--- config.mk ---
export PLATFORM = sky130hd
export DESIGN_NAME = rpn_calc_core_flat
export DESIGN_NICKNAME = d
export VERILOG_FILES = /design/src/rtl/rpn_pkg.sv /design/src/rtl/rpn_calc_core_if.sv /design/src/rtl/rpn_seq_mul.sv /design/src/rtl/rpn_calc_core.sv /design/src/flat_wrapper.sv
export SDC_FILE = /design/constraint.sdc
export NUM_CORES = 1
export LEC_CHECK = 0
export BUFFER_PORTS_ARGS = -buffer_cell sky130_fd_sc_hd__buf_2
export CELL_PAD_IN_SITES_DETAIL_PLACEMENT = 1
export CELL_PAD_IN_SITES_GLOBAL_PLACEMENT = 1
export CORE_MARGIN = 2
export CORE_UTILIZATION = 42
export CTS_BUF_LIST = sky130_fd_sc_hd__clkbuf_8 sky130_fd_sc_hd__clkbuf_16
export CTS_CLUSTER_SIZE = 25
export DETAILED_ROUTE_END_ITERATION = 16
export PLACE_DENSITY_LB_ADDON = 0.1
export SLEW_MARGIN = 20
export SYNTH_ARGS = -nofsm -noshare
export SYNTH_HDL_FRONTEND = slang
export SYNTH_HIERARCHICAL = 1
export SYNTH_SLANG_ARGS = --single-unit
export TNS_END_PERCENT = 1
--- constraint.sdc ---
create_clock -name clk -period 3.1 [get_ports clk]
set_input_delay 0.31 -clock clk [delete_from_list [all_inputs] [get_ports clk]]
set_output_delay 0.31 -clock clk [all_outputs]
set_load 0.02 [all_outputs]
--- src/rtl/rpn_pkg.sv ---
// rpn_pkg: key codes, FSM state type and entry radix shared by the RPN calculator.
package rpn_pkg;

  localparam int unsigned KEY_W = 5;
  localparam int unsigned RADIX = 10;

  localparam logic [KEY_W-1:0] KEY_ADD   = KEY_W'(10);
  localparam logic [KEY_W-1:0] KEY_SUB   = KEY_W'(11);
  localparam logic [KEY_W-1:0] KEY_MUL   = KEY_W'(12);
  localparam logic [KEY_W-1:0] KEY_NEG   = KEY_W'(13);
  localparam logic [KEY_W-1:0] KEY_ENTER = KEY_W'(14);
  localparam logic [KEY_W-1:0] KEY_DROP  = KEY_W'(15);
  localparam logic [KEY_W-1:0] KEY_CLEAR = KEY_W'(16);

  typedef enum logic [1:0] {
    IDLE = 2'd0,
    EXEC = 2'd1,
    MUL  = 2'd2
  } rpn_state_t;

endpackage

--- src/rtl/rpn_calc_core_if.sv ---
// rpn_calc_core_if: key strobe input and display/flag outputs of the RPN calculator.
interface rpn_calc_core_if #(
  parameter int unsigned WIDTH = 8,
  parameter int unsigned DEPTH = 4
);
  import rpn_pkg::*;

  logic                         key_valid;
  logic [KEY_W-1:0]             key_code;
  logic                         key_ready;
  logic                         busy;
  logic [WIDTH-1:0]             top;
  logic [$clog2(DEPTH+1)-1:0]   depth_cnt;
  logic                         o_flag;
  logic                         err;

  // keypad/display side
  modport master (
    output key_valid, key_code,
    input  key_ready, busy, top, depth_cnt, o_flag, err
  );

  // calculator core side
  modport slave (
    input  key_valid, key_code,
    output key_ready, busy, top, depth_cnt, o_flag, err
  );
endinterface

--- src/rtl/rpn_seq_mul.sv ---
// rpn_seq_mul: unsigned WIDTH x WIDTH shift-add multiplier, one multiplier bit per
// cycle. Only built when RPN_MUL_EN is defined. The load edge already consumes
// bit 0, so done pulses WIDTH-1 cycles after start.
`ifdef RPN_MUL_EN
module rpn_seq_mul #(
  parameter int unsigned WIDTH = 8
) (
  input  logic               clk,
  input  logic               nrst,
  input  logic               start,
  input  logic [WIDTH-1:0]   a,
  input  logic [WIDTH-1:0]   b,
  output logic               done,
  output logic [2*WIDTH-1:0] product
);
  localparam int unsigned PW = 2 * WIDTH;
  localparam int unsigned CW = $clog2(WIDTH + 1);

  logic [PW-1:0]    mcand;
  logic [WIDTH-1:0] mplier;
  logic [CW-1:0]    cnt;
  logic             run;

  // load with first partial product, then accumulate one bit per cycle
  always_ff @(posedge clk) begin
    if (!nrst) begin
      mcand   <= '0;
      mplier  <= '0;
      cnt     <= '0;
      run     <= 1'b0;
      done    <= 1'b0;
      product <= '0;
    end else begin
      done <= 1'b0;
      if (start) begin
        mcand   <= PW'(a) << 1;
        mplier  <= b >> 1;
        product <= b[0] ? PW'(a) : '0;
        cnt     <= CW'(WIDTH - 1);
        run     <= 1'b1;
      end else if (run) begin
        if (mplier[0]) begin
          product <= product + mcand;
        end
        mcand  <= mcand << 1;
        mplier <= mplier >> 1;
        cnt    <= cnt - CW'(1);
        if (cnt == CW'(1)) begin
          run  <= 1'b0;
          done <= 1'b1;
        end
      end
    end
  end
endmodule
`endif

--- src/rtl/rpn_calc_core.sv ---
// rpn_calc_core: RPN calculator datapath -- DEPTH-entry operand stack, decimal
// digit entry, ADD/SUB/NEG/DROP/MUL. Define RPN_MUL_EN to build the sequential
// multiplier; without it MUL is rejected with err.
module rpn_calc_core
  import rpn_pkg::*;
#(
  parameter int unsigned WIDTH = 8,
  parameter int unsigned DEPTH = 4
) (
  input  logic           clk,
  input  logic           nrst,
  rpn_calc_core_if.slave bus
);
  localparam int unsigned DW = $clog2(DEPTH + 1);
  localparam int unsigned EW = WIDTH + 4;
  localparam logic [WIDTH-1:0] MAX_POS = {1'b0, {(WIDTH-1){1'b1}}};
  localparam logic [WIDTH-1:0] MIN_NEG = {1'b1, {(WIDTH-1){1'b0}}};
  localparam logic [DW-1:0]    FULL    = DW'(DEPTH);

  rpn_state_t                  state_q, state_d;
  logic [DEPTH-1:0][WIDTH-1:0] stack_q, stack_d;
  logic [DW-1:0]               depth_q, depth_d;
  logic [WIDTH-1:0]            entry_q, entry_d;
  logic                        entering_q, entering_d;
  logic [KEY_W-1:0]            op_q, op_d;
  logic                        o_flag_q, o_flag_d;
  logic                        err_q, err_d;
  logic [WIDTH-1:0]            top_q, top_d;
  logic                        key_ready_q, busy_q;
  logic [WIDTH-1:0]            opa, opb, res;
  logic [EW-1:0]               ext;
  logic                        b_sign;

  assign opb = stack_q[0];
  assign opa = stack_q[1];

`ifdef RPN_MUL_EN
  logic               mul_start, mul_done, mul_neg_q, mul_neg_d;
  logic [2*WIDTH-1:0] mul_prod, sprod;
  logic [WIDTH-1:0]   mag_a, mag_b;

  assign mag_a = opa[WIDTH-1] ? -opa : opa;
  assign mag_b = opb[WIDTH-1] ? -opb : opb;
  assign sprod = mul_neg_q ? -mul_prod : mul_prod;

  rpn_seq_mul #(.WIDTH(WIDTH)) u_mul (
    .clk     (clk),
    .nrst    (nrst),
    .start   (mul_start),
    .a       (mag_a),
    .b       (mag_b),
    .done    (mul_done),
    .product (mul_prod)
  );

  // product sign, captured when the magnitudes are loaded
  always_ff @(posedge clk) begin
    if (!nrst) mul_neg_q <= 1'b0;
    else       mul_neg_q <= mul_neg_d;
  end
`endif

  // next state, stack update and flag logic
  always_comb begin
    state_d    = state_q;
    stack_d    = stack_q;
    depth_d    = depth_q;
    entry_d    = entry_q;
    entering_d = entering_q;
    op_d       = op_q;
    o_flag_d   = o_flag_q;
    err_d      = err_q;
    ext        = '0;
    res        = '0;
    b_sign     = 1'b0;
`ifdef RPN_MUL_EN
    mul_start  = 1'b0;
    mul_neg_d  = mul_neg_q;
`endif
    case (state_q)
      IDLE: begin
        if (bus.key_valid) begin
          if (bus.key_code < KEY_ADD) begin
            ext = EW'(entry_q) * EW'(RADIX) + EW'(bus.key_code);
            if (ext > EW'(MAX_POS)) begin
              entry_d  = MAX_POS;
              o_flag_d = 1'b1;
            end else begin
              entry_d = ext[WIDTH-1:0];
            end
            entering_d = 1'b1;
          end else if (bus.key_code == KEY_CLEAR) begin
            stack_d    = '0;
            depth_d    = '0;
            entry_d    = '0;
            entering_d = 1'b0;
            o_flag_d   = 1'b0;
            err_d      = 1'b0;
          end else if (bus.key_code == KEY_ENTER) begin
            if (entering_q) begin
              entering_d = 1'b0;
              entry_d    = '0;
              if (depth_q == FULL) begin
                err_d = 1'b1;
              end else begin
                stack_d = {stack_q[DEPTH-2:0], entry_q};
                depth_d = depth_q + DW'(1);
              end
            end else if (depth_q != '0) begin
              if (depth_q == FULL) begin
                err_d = 1'b1;
              end else begin
                stack_d = {stack_q[DEPTH-2:0], stack_q[0]};
                depth_d = depth_q + DW'(1);
              end
            end
          end else if (bus.key_code < KEY_CLEAR) begin
            // operator or DROP: push a pending entry first, abort if no room
            op_d = bus.key_code;
            if (entering_q) begin
              entering_d = 1'b0;
              entry_d    = '0;
              if (depth_q == FULL) begin
                err_d = 1'b1;
              end else begin
                stack_d = {stack_q[DEPTH-2:0], entry_q};
                depth_d = depth_q + DW'(1);
                state_d = EXEC;
              end
            end else begin
              state_d = EXEC;
            end
          end
        end
      end

      EXEC: begin
        state_d = IDLE;
        case (op_q)
          KEY_ADD, KEY_SUB: begin
            if (depth_q < DW'(2)) begin
              err_d = 1'b1;
            end else begin
              res    = (op_q == KEY_ADD) ? opa + opb : opa - opb;
              b_sign = (op_q == KEY_ADD) ? opb[WIDTH-1] : ~opb[WIDTH-1];
              if ((opa[WIDTH-1] == b_sign) && (res[WIDTH-1] != opa[WIDTH-1])) begin
                o_flag_d = 1'b1;
              end
              stack_d    = {{WIDTH{1'b0}}, stack_q[DEPTH-1:1]};
              stack_d[0] = res;
              depth_d    = depth_q - DW'(1);
            end
          end
          KEY_NEG: begin
            if (depth_q == '0) begin
              err_d = 1'b1;
            end else if (opb == MIN_NEG) begin
              o_flag_d = 1'b1;
            end else begin
              stack_d[0] = -opb;
            end
          end
          KEY_DROP: begin
            if (depth_q == '0) begin
              err_d = 1'b1;
            end else begin
              stack_d = {{WIDTH{1'b0}}, stack_q[DEPTH-1:1]};
              depth_d = depth_q - DW'(1);
            end
          end
          KEY_MUL: begin
`ifdef RPN_MUL_EN
            if (depth_q < DW'(2)) begin
              err_d = 1'b1;
            end else begin
              mul_start = 1'b1;
              mul_neg_d = opa[WIDTH-1] ^ opb[WIDTH-1];
              state_d   = MUL;
            end
`else
            err_d = 1'b1;
`endif
          end
          default: ;
        endcase
      end

      MUL: begin
`ifdef RPN_MUL_EN
        if (mul_done) begin
          state_d = IDLE;
          if ((sprod[2*WIDTH-1:WIDTH-1] != '0) && (sprod[2*WIDTH-1:WIDTH-1] != '1)) begin
            o_flag_d = 1'b1;
          end
          stack_d    = {{WIDTH{1'b0}}, stack_q[DEPTH-1:1]};
          stack_d[0] = sprod[WIDTH-1:0];
          depth_d    = depth_q - DW'(1);
        end
`else
        state_d = IDLE;
`endif
      end

      default: state_d = IDLE;
    endcase

    top_d = entering_d ? entry_d : ((depth_d != '0) ? stack_d[0] : '0);
  end

  // state register
  always_ff @(posedge clk) begin
    if (!nrst) state_q <= IDLE;
    else       state_q <= state_d;
  end

  // datapath and registered outputs
  always_ff @(posedge clk) begin
    if (!nrst) begin
      stack_q     <= '0;
      depth_q     <= '0;
      entry_q     <= '0;
      entering_q  <= 1'b0;
      op_q        <= '0;
      o_flag_q    <= 1'b0;
      err_q       <= 1'b0;
      top_q       <= '0;
      key_ready_q <= 1'b1;
      busy_q      <= 1'b0;
    end else begin
      stack_q     <= stack_d;
      depth_q     <= depth_d;
      entry_q     <= entry_d;
      entering_q  <= entering_d;
      op_q        <= op_d;
      o_flag_q    <= o_flag_d;
      err_q       <= err_d;
      top_q       <= top_d;
      key_ready_q <= (state_d == IDLE);
      busy_q      <= (state_d != IDLE);
    end
  end

  assign bus.top       = top_q;
  assign bus.depth_cnt = depth_q;
  assign bus.o_flag    = o_flag_q;
  assign bus.err       = err_q;
  assign bus.key_ready = key_ready_q;
  assign bus.busy      = busy_q;

endmodule

--- src/flat_wrapper.sv ---
// flat-port wrapper written by rule: the top's interface ports become plain ports
module rpn_calc_core_flat import rpn_pkg::*;
#(
  parameter int unsigned WIDTH = 8,
  parameter int unsigned DEPTH = 4
)
  (clk, nrst, bus_key_valid, bus_key_code, bus_key_ready, bus_busy, bus_top, bus_depth_cnt, bus_o_flag, bus_err);
  rpn_calc_core_if #(.WIDTH(WIDTH), .DEPTH(DEPTH)) bus_i ();
  input  logic clk;
  input  logic nrst;
  input wire logic [$bits(bus_i.key_valid)-1:0] bus_key_valid;
  input wire logic [$bits(bus_i.key_code)-1:0] bus_key_code;
  output wire logic [$bits(bus_i.key_ready)-1:0] bus_key_ready;
  output wire logic [$bits(bus_i.busy)-1:0] bus_busy;
  output wire logic [$bits(bus_i.top)-1:0] bus_top;
  output wire logic [$bits(bus_i.depth_cnt)-1:0] bus_depth_cnt;
  output wire logic [$bits(bus_i.o_flag)-1:0] bus_o_flag;
  output wire logic [$bits(bus_i.err)-1:0] bus_err;
  assign bus_i.key_valid = bus_key_valid;
  assign bus_i.key_code = bus_key_code;
  assign bus_key_ready = bus_i.key_ready;
  assign bus_busy = bus_i.busy;
  assign bus_top = bus_i.top;
  assign bus_depth_cnt = bus_i.depth_cnt;
  assign bus_o_flag = bus_i.o_flag;
  assign bus_err = bus_i.err;
  rpn_calc_core #(.WIDTH(WIDTH), .DEPTH(DEPTH)) u_core (.clk(clk), .nrst(nrst), .bus(bus_i));
endmodule
After elaboration in Yosys (flattened, before gate mapping)
Cells that the tools add are included.
{"block": "classes", "mul": 1, "n_reduce_logical": 14, "muxes": 79, "n_addsub": 6, "magnitude_cmp": 4, "n_eq_ne": 30, "bitwise": 4}
{"cell": "$mux W32", "n": 12}
{"cell": "$mux W8", "n": 13}
{"cell": "$pmux W32 S2", "n": 1}
{"cell": "$pmux W24 S2", "n": 1}
{"cell": "$mux W3", "n": 11}
{"cell": "$eq A5 B4 Y1 const B", "n": 6}
{"cell": "$mux W1", "n": 26}
{"cell": "$pmux W8 S3", "n": 1}
{"cell": "$reduce_and A9 Y1", "n": 2}
{"cell": "$mux W2", "n": 8}
{"cell": "$ne A3 B2 Y1 const B", "n": 5}
{"cell": "$add A12 B5 Y12", "n": 1}
{"cell": "$gt A12 B7 Y1 const B", "n": 1}
{"cell": "$ne A3 B3 Y1 const B", "n": 4}
{"cell": "$ne A4 B1 Y1 const B", "n": 3}
{"cell": "$pmux W3 S2", "n": 2}
{"cell": "$mul A8 B3 Y11 const B", "n": 1}
{"cell": "$reduce_and A10 Y1", "n": 1}
{"cell": "$add A8 B8 Y8", "n": 1}
{"cell": "$eq A8 B8 Y1 const B", "n": 1}
{"cell": "$neg A8 Y8", "n": 1}
{"cell": "$sub A8 B8 Y8", "n": 1}
{"cell": "$ne A3 B1 Y1 const B", "n": 2}
{"cell": "$pmux W1 S2", "n": 3}
{"cell": "22 further kinds", "n": 30}
{"block": "totals", "word_cells": 152, "inputBits": 8, "reg_bits": 63}

Logic depth before layout (Yosys ltp)
{"block": "depth", "depth_word": 12, "ltp_mapped": 13, "mapped_depth_nobuf": 13}

Worst setup path after synthesis
OpenSTA, ideal clock, no wires.
{"block": "synth_path", "path_type": "register -> register", "from": "register u_core.op_q[2]", "to": "register u_core.top_q[7], in the netlist u_core/bus.top[7]", "stages_incl_launch_ff": 13, "setup_ns": 0.133, "required_time_ns": 2.967, "n_path_buf": 1, "synth_period_minus_slack_ns": 3.122, "arrival_ns": 2.989, "setup_slack_ns": -0.022, "path_cell_list": "dfxtp_1 > buf_4 > nand4bb_1 > nor2_1 > mux2_2 > ha_1 > a21o_1 > and4_1 > o31ai_2 > xnor2_1 > xnor2_1 > a221oi_1 > o32ai_1"}
{"block": "synth_via", "elab_chain_cells": 7, "elab_cells_between_ends": 14, "cone_classes": "4 x eq/ne; 8 x mux; 2 x reduce/logical"}
{"element": "start: declaration", "line": "rpn_calc_core.sv:25", "text": "logic [KEY_W-1:0] op_q, op_d;"}
{"element": "start signal: assignment", "line": "rpn_calc_core.sv:234", "text": "op_q <= op_d;"}
{"element": "$eq A5 B4 Y1, on equally long branches", "line": "rpn_calc_core.sv:139, rpn_calc_core.sv:144"}
{"element": "$reduce_or A2 Y1 or $mux W8 (tied branches)", "line": "rpn_calc_core.sv:139, rpn_calc_core.sv:144"}
{"element": "$pmux W3 S2 or $mux W32 (tied branches)", "line": "rpn_calc_core.sv:139, rpn_calc_core.sv:141"}
{"element": "$pmux W3 S2 or $pmux W8 S3 (tied branches)", "line": "rpn_calc_core.sv:80, rpn_calc_core.sv:139"}
{"element": "$reduce_bool A3 Y1 or $pmux W32 S2 (tied branches)", "line": "rpn_calc_core.sv:207, rpn_calc_core.sv:80"}
{"element": "$mux W8 * (2 in series)", "line": "rpn_calc_core.sv:207", "text": "top_d = entering_d ? entry_d : ((depth_d != '0) ? stack_d[0] : '0);"}
{"element": "end signal: assignment", "line": "rpn_calc_core.sv:237", "text": "top_q <= top_d;"}
{"element": "end: declaration", "line": "rpn_calc_core.sv:28", "text": "logic [WIDTH-1:0] top_q, top_d;"}
Every way passes the cells marked *; elsewhere a longest branch is shown, timed or not. The select of a mux whose other input is x is not followed.
A chain may end at the register's enable or synchronous reset.

Worst setup path in the final report
{"block": "layout_path", "from": "register u_core.op_q[4]", "to": "register u_core.o_flag_q, in the netlist u_core/bus.o_flag"}
{"block": "layout_via", "elab_chain_cells": 6, "elab_cells_between_ends": 17, "cone_classes": "10 x eq/ne; 4 x mux; 3 x reduce/logical"}
{"element": "$eq A5 B4 Y1", "line": "rpn_calc_core.sv:139, rpn_calc_core.sv:144, rpn_calc_core.sv:145"}
{"element": "$mux W1 or $mux W8 (tied branches)", "line": "rpn_calc_core.sv:145, rpn_calc_core.sv:144"}
{"element": "$eq A1 B1 Y1 or $ne A1 B1 Y1 (tied branches)", "line": "rpn_calc_core.sv:146", "text": "if ((opa[WIDTH-1] == b_sign) && (res[WIDTH-1] != opa[WIDTH-1])) begin"}
{"element": "$logic_and A1 B1 Y1", "line": "rpn_calc_core.sv:146"}
{"element": "$ne A3 B2 Y1 (no line)"}
{"element": "$reduce_and A9 Y1 (no line)"}
{"element": "end signal: assignment", "line": "rpn_calc_core.sv:235", "text": "o_flag_q <= o_flag_d;"}
{"element": "end: declaration", "line": "rpn_calc_core.sv:26", "text": "logic o_flag_q, o_flag_d;"}
Several ways; a longest one is shown, not always the timed one.

==> flow_summary.yaml <==
sta:
  timing.fmax_mhz: 326.4
  slew_viol_final: 0
  relSlewSlack_pct: 44.36
  grt_setup_unrepaired: "yes"
  finalHoldViolations: 0
  final.min_clock_period_ns: 3.064
  tightest_slew_ns: 0.8291
  finClkSkew_ns: 0.009613
  fin_crit_sh_pct: 98.84
  finalSetupViolCount: 0
  fin_ws_ns: 0.03603
clocking:
  clk_latency_ns: 0.37
  clk_path_buf_depth: 2
  cts_buffers: 9
  post_cts_buffers: 0
  cts.clk_slew.worst_paths_ns: 0.07
  hold_buffers: 0
  htree_levels: 3
  clock_sinks: 63
  cts_tree: "yes"
  root_buffer: "clkbuf_8"
die:
  initial_core_util_pct: 43.11
  coreArea_mm2: 0.01032
  die_w_um: 106.9
  core.rowCount: 37
  die_h_um: 106.9
  io_pins: 23
  dieArea_mm2: 0.01144
worst_hold_path:
  min_from: "bus_key_code[1]"
  min_delay_path_depth: 3
  whs_endpoint: "u_core/op_q[1]"
  min_path_type: "in2reg"
final_layout:
  syn_to_final_growth_pct: 15.01
  fillers: 1267
  final_cell_mix: "dfxtp_1, nor2_1, a21oi_1"
  final_common_cell: "dfxtp_1"
  final_area_mm2: 0.005119
  fin_nets: 634
  diodes: 0
  drive_above_1_share_pct: 17.20
critical_path:
  crit_fanout: 4
  criticalPathCategory: "reg2reg"
  r2r-end: "u_core/bus.o_flag"
  reg2reg_slack_ns: 0.04
  reg2reg_from: "u_core/op_q[4]"
  critical_path_required_ns: 3.40
  slowest_delay_ns: 0.36
  startpoint_type: "flip-flop"
  r2r_cells: 12
  end_kind: "flip-flop"
  critPathSlowestCell: "mux2_2"
  path_cells: "nand4bb_4 -> nor2_4 -> mux2_2 -> ha_1 -> a21o_1 -> and4_1 -> o31ai_2 -> buf_4 -> mux2i_1 -> a211oi_1 -> a221o_1 -> a21oi_1"
  cp.arrival_ns: 3.37
yosys:
  avgSynthCellArea_um2: 7.933
  synth-compound-area-share_pct: 32.19
  post_synth_num_cell_types: 76
  synth_top_family_by_area: "compound AO/OA/AOI/OAI gates"
  synth.mux.area_fraction_pct: 1.659
  synthArstFlopShare_pct: 0
  synth_nets: 600
  ys_ff_latch: 63
  netlist_instances: 561
  synth_xor_area_share_pct: 3.542
  ys_warn_count: 6
  syn-cell-area_mm2: 0.004451
  ys_seq_area_share_pct: 28.34
  synthSimpleGateAreaFrac_pct: 19.74
  synth_fa_ha_area_share_pct: 9.221
  synth_ff_type: "dfxtp_1"
  synth_edf_count: 0
detailed_routing:
  wl_per_cell_um: 20.62
  final_antenna_net_count: 0
  drc: 0
  routed_wl_um: 15150
  firstDrtPassIters: 5
  routed_via_density: 6.210
  dr.first_iter.drc_count: 259
  vias: 4564
place:
  port_buffers: 22
  place_congestion: 0.8742
  pre_cts_slack_ns: 0.07239
  placed_cell_area_mm2: 0.004880
  dpl.hpwl_um: 11160
global_routing:
  grt_pass1_wl_um: 24530
  overflow: 0
  grt_max_degree: 49
  track_usage_pct: 27.56
  first_global_vias: 4562
  antenna_found_initial: 0
pwr:
  ir_drop_uv: 268.8
  power.density_mw_per_mm2: 350.2
  p_leak_nw: 2.088
run:
  maxCapViolations: 0
status:
  status: "completed"
sequential cells by signal, summed over array words and instances, names as in the netlist:
name,flops
u_core/stack_q,16
u_core/bus.top,8
u_core/entry_q,8
u_core/opa,8
u_core/opb,8
u_core/op_q,5
u_core/bus.depth_cnt,3
u_core/state_q,2
u_core/bus.busy,1
u_core/bus.err,1
u_core/bus.key_ready,1
u_core/bus.o_flag,1
u_core/entering_q,1
cell families (layout without fill, tap and decap cells):
group,count (synthesis),count (layout)
xor gates and xnor gates,18,18
muxes,7,7
buffers and inverters,58,96
other,1,1
and+or+nand+nor,172,172
AOI/OAI and AO/OA,211,211
DFF,63,63
adders and majority gates,31,31
how the worst max path moves through the flow:
stage	to	depth (start not counted)	start
finish	u_core/bus.o_flag	12	u_core/op_q[4]
global placement	u_core/bus.top[7]	12	u_core/op_q[4]
floorplan	u_core/bus.top[7]	12	u_core/op_q[2]
detailed placement	u_core/bus.o_flag	12	u_core/op_q[4]
CTS	u_core/bus.o_flag	12	u_core/op_q[4]
global route	u_core/bus.top[7]	12	u_core/op_q[4]
worst max-delay path: cells and delay by family (launching register included):
family	cells	cell delay (ns)
AOI/OAI and AO/OA	5	1.01
adders and majority gates	1	0.27
buffers and inverters	1	0.18
DFF	1	0.32
muxes	2	0.57
and+or+nand+nor	3	0.65
cell usage after synthesis, drive strengths merged (10+ instances only):
library cell / count / area share, %
a221oi: 10 / 2.0
nand2b: 11 / 1.5
inv: 21 / 1.8
dfxtp: 63 / 28
xor2: 11 / 2.2
a211oi: 16 / 2.8
buf: 10 / 1.2
nand2: 42 / 3.5
nor3: 14 / 1.8
a31oi: 22 / 3.1
ha: 28 / 7.9
clkbuf: 26 / 2.2
nor2: 57 / 4.8
o221ai: 16 / 3.1
a21oi: 45 / 5.1
o21ai: 48 / 5.4
metrics by stage:
step / util, % / cells / power [W] / hold WS [ns] / TNS (ns)
after floorplan: - / 561 / 0.001021 / 0.4455 / 0
after global placement: 47.27 / 720 / 0.001090 / 0.4494 / 0
after detailed placement: 47.27 / 720 / 0.001099 / 0.4627 / 0
after CTS: 49.00 / 735 / 0.001798 / 0.3342 / 0
after global routing: 49.58 / 735 / 0.001871 / 0.3813 / -0.1941
final: 49.58 / 735 / 0.001793 / 0.3616 / 0
layout make-up:
| type | count | area (um2) | share of cell area [%] |
|---|---|---|---|
| Clock inverter | 6 | 55.05 | 1.076 |
| Clock buffer | 9 | 123.9 | 2.420 |
| Tap cell | 136 | 170.2 | 3.324 |
| Timing Repair Buffer | 59 | 400.4 | 7.822 |
| Sequential cell | 63 | 1262 | 24.66 |
| Inverter | 22 | 82.58 | 1.613 |
| Multi-Input combinational cell | 440 | 3024 | 59.08 |
layer usage:
metal	vias to the layer above	routed length, um	GRT usage [%]
met3	11	608	5.289
met5	-	0	0
met4	0	159	7.328
met2	83	7403	46.45
met1	2299	6981	36.08
li1	2171	-	-
report_power, final:
part | leakage [nW] | switching (W) | total, W | internal [W]
combinational | 1.48 | 0.000146 | 0.000228 | 0.0000819
sequential | 0.512 | 0.0000275 | 0.000864 | 0.000836
clock | 0.0975 | 0.000344 | 0.000701 | 0.000358
total | 2.09 | 0.000517 | 0.00179 | 0.00128
timing repair:
item                                    in CTS  in global routing
gates resized for setup                      0                 11
endpoints found under the hold margin        0                  0
endpoints found under the setup margin       0                  9
No activity file was read; power rests on OpenSTA's default activity.
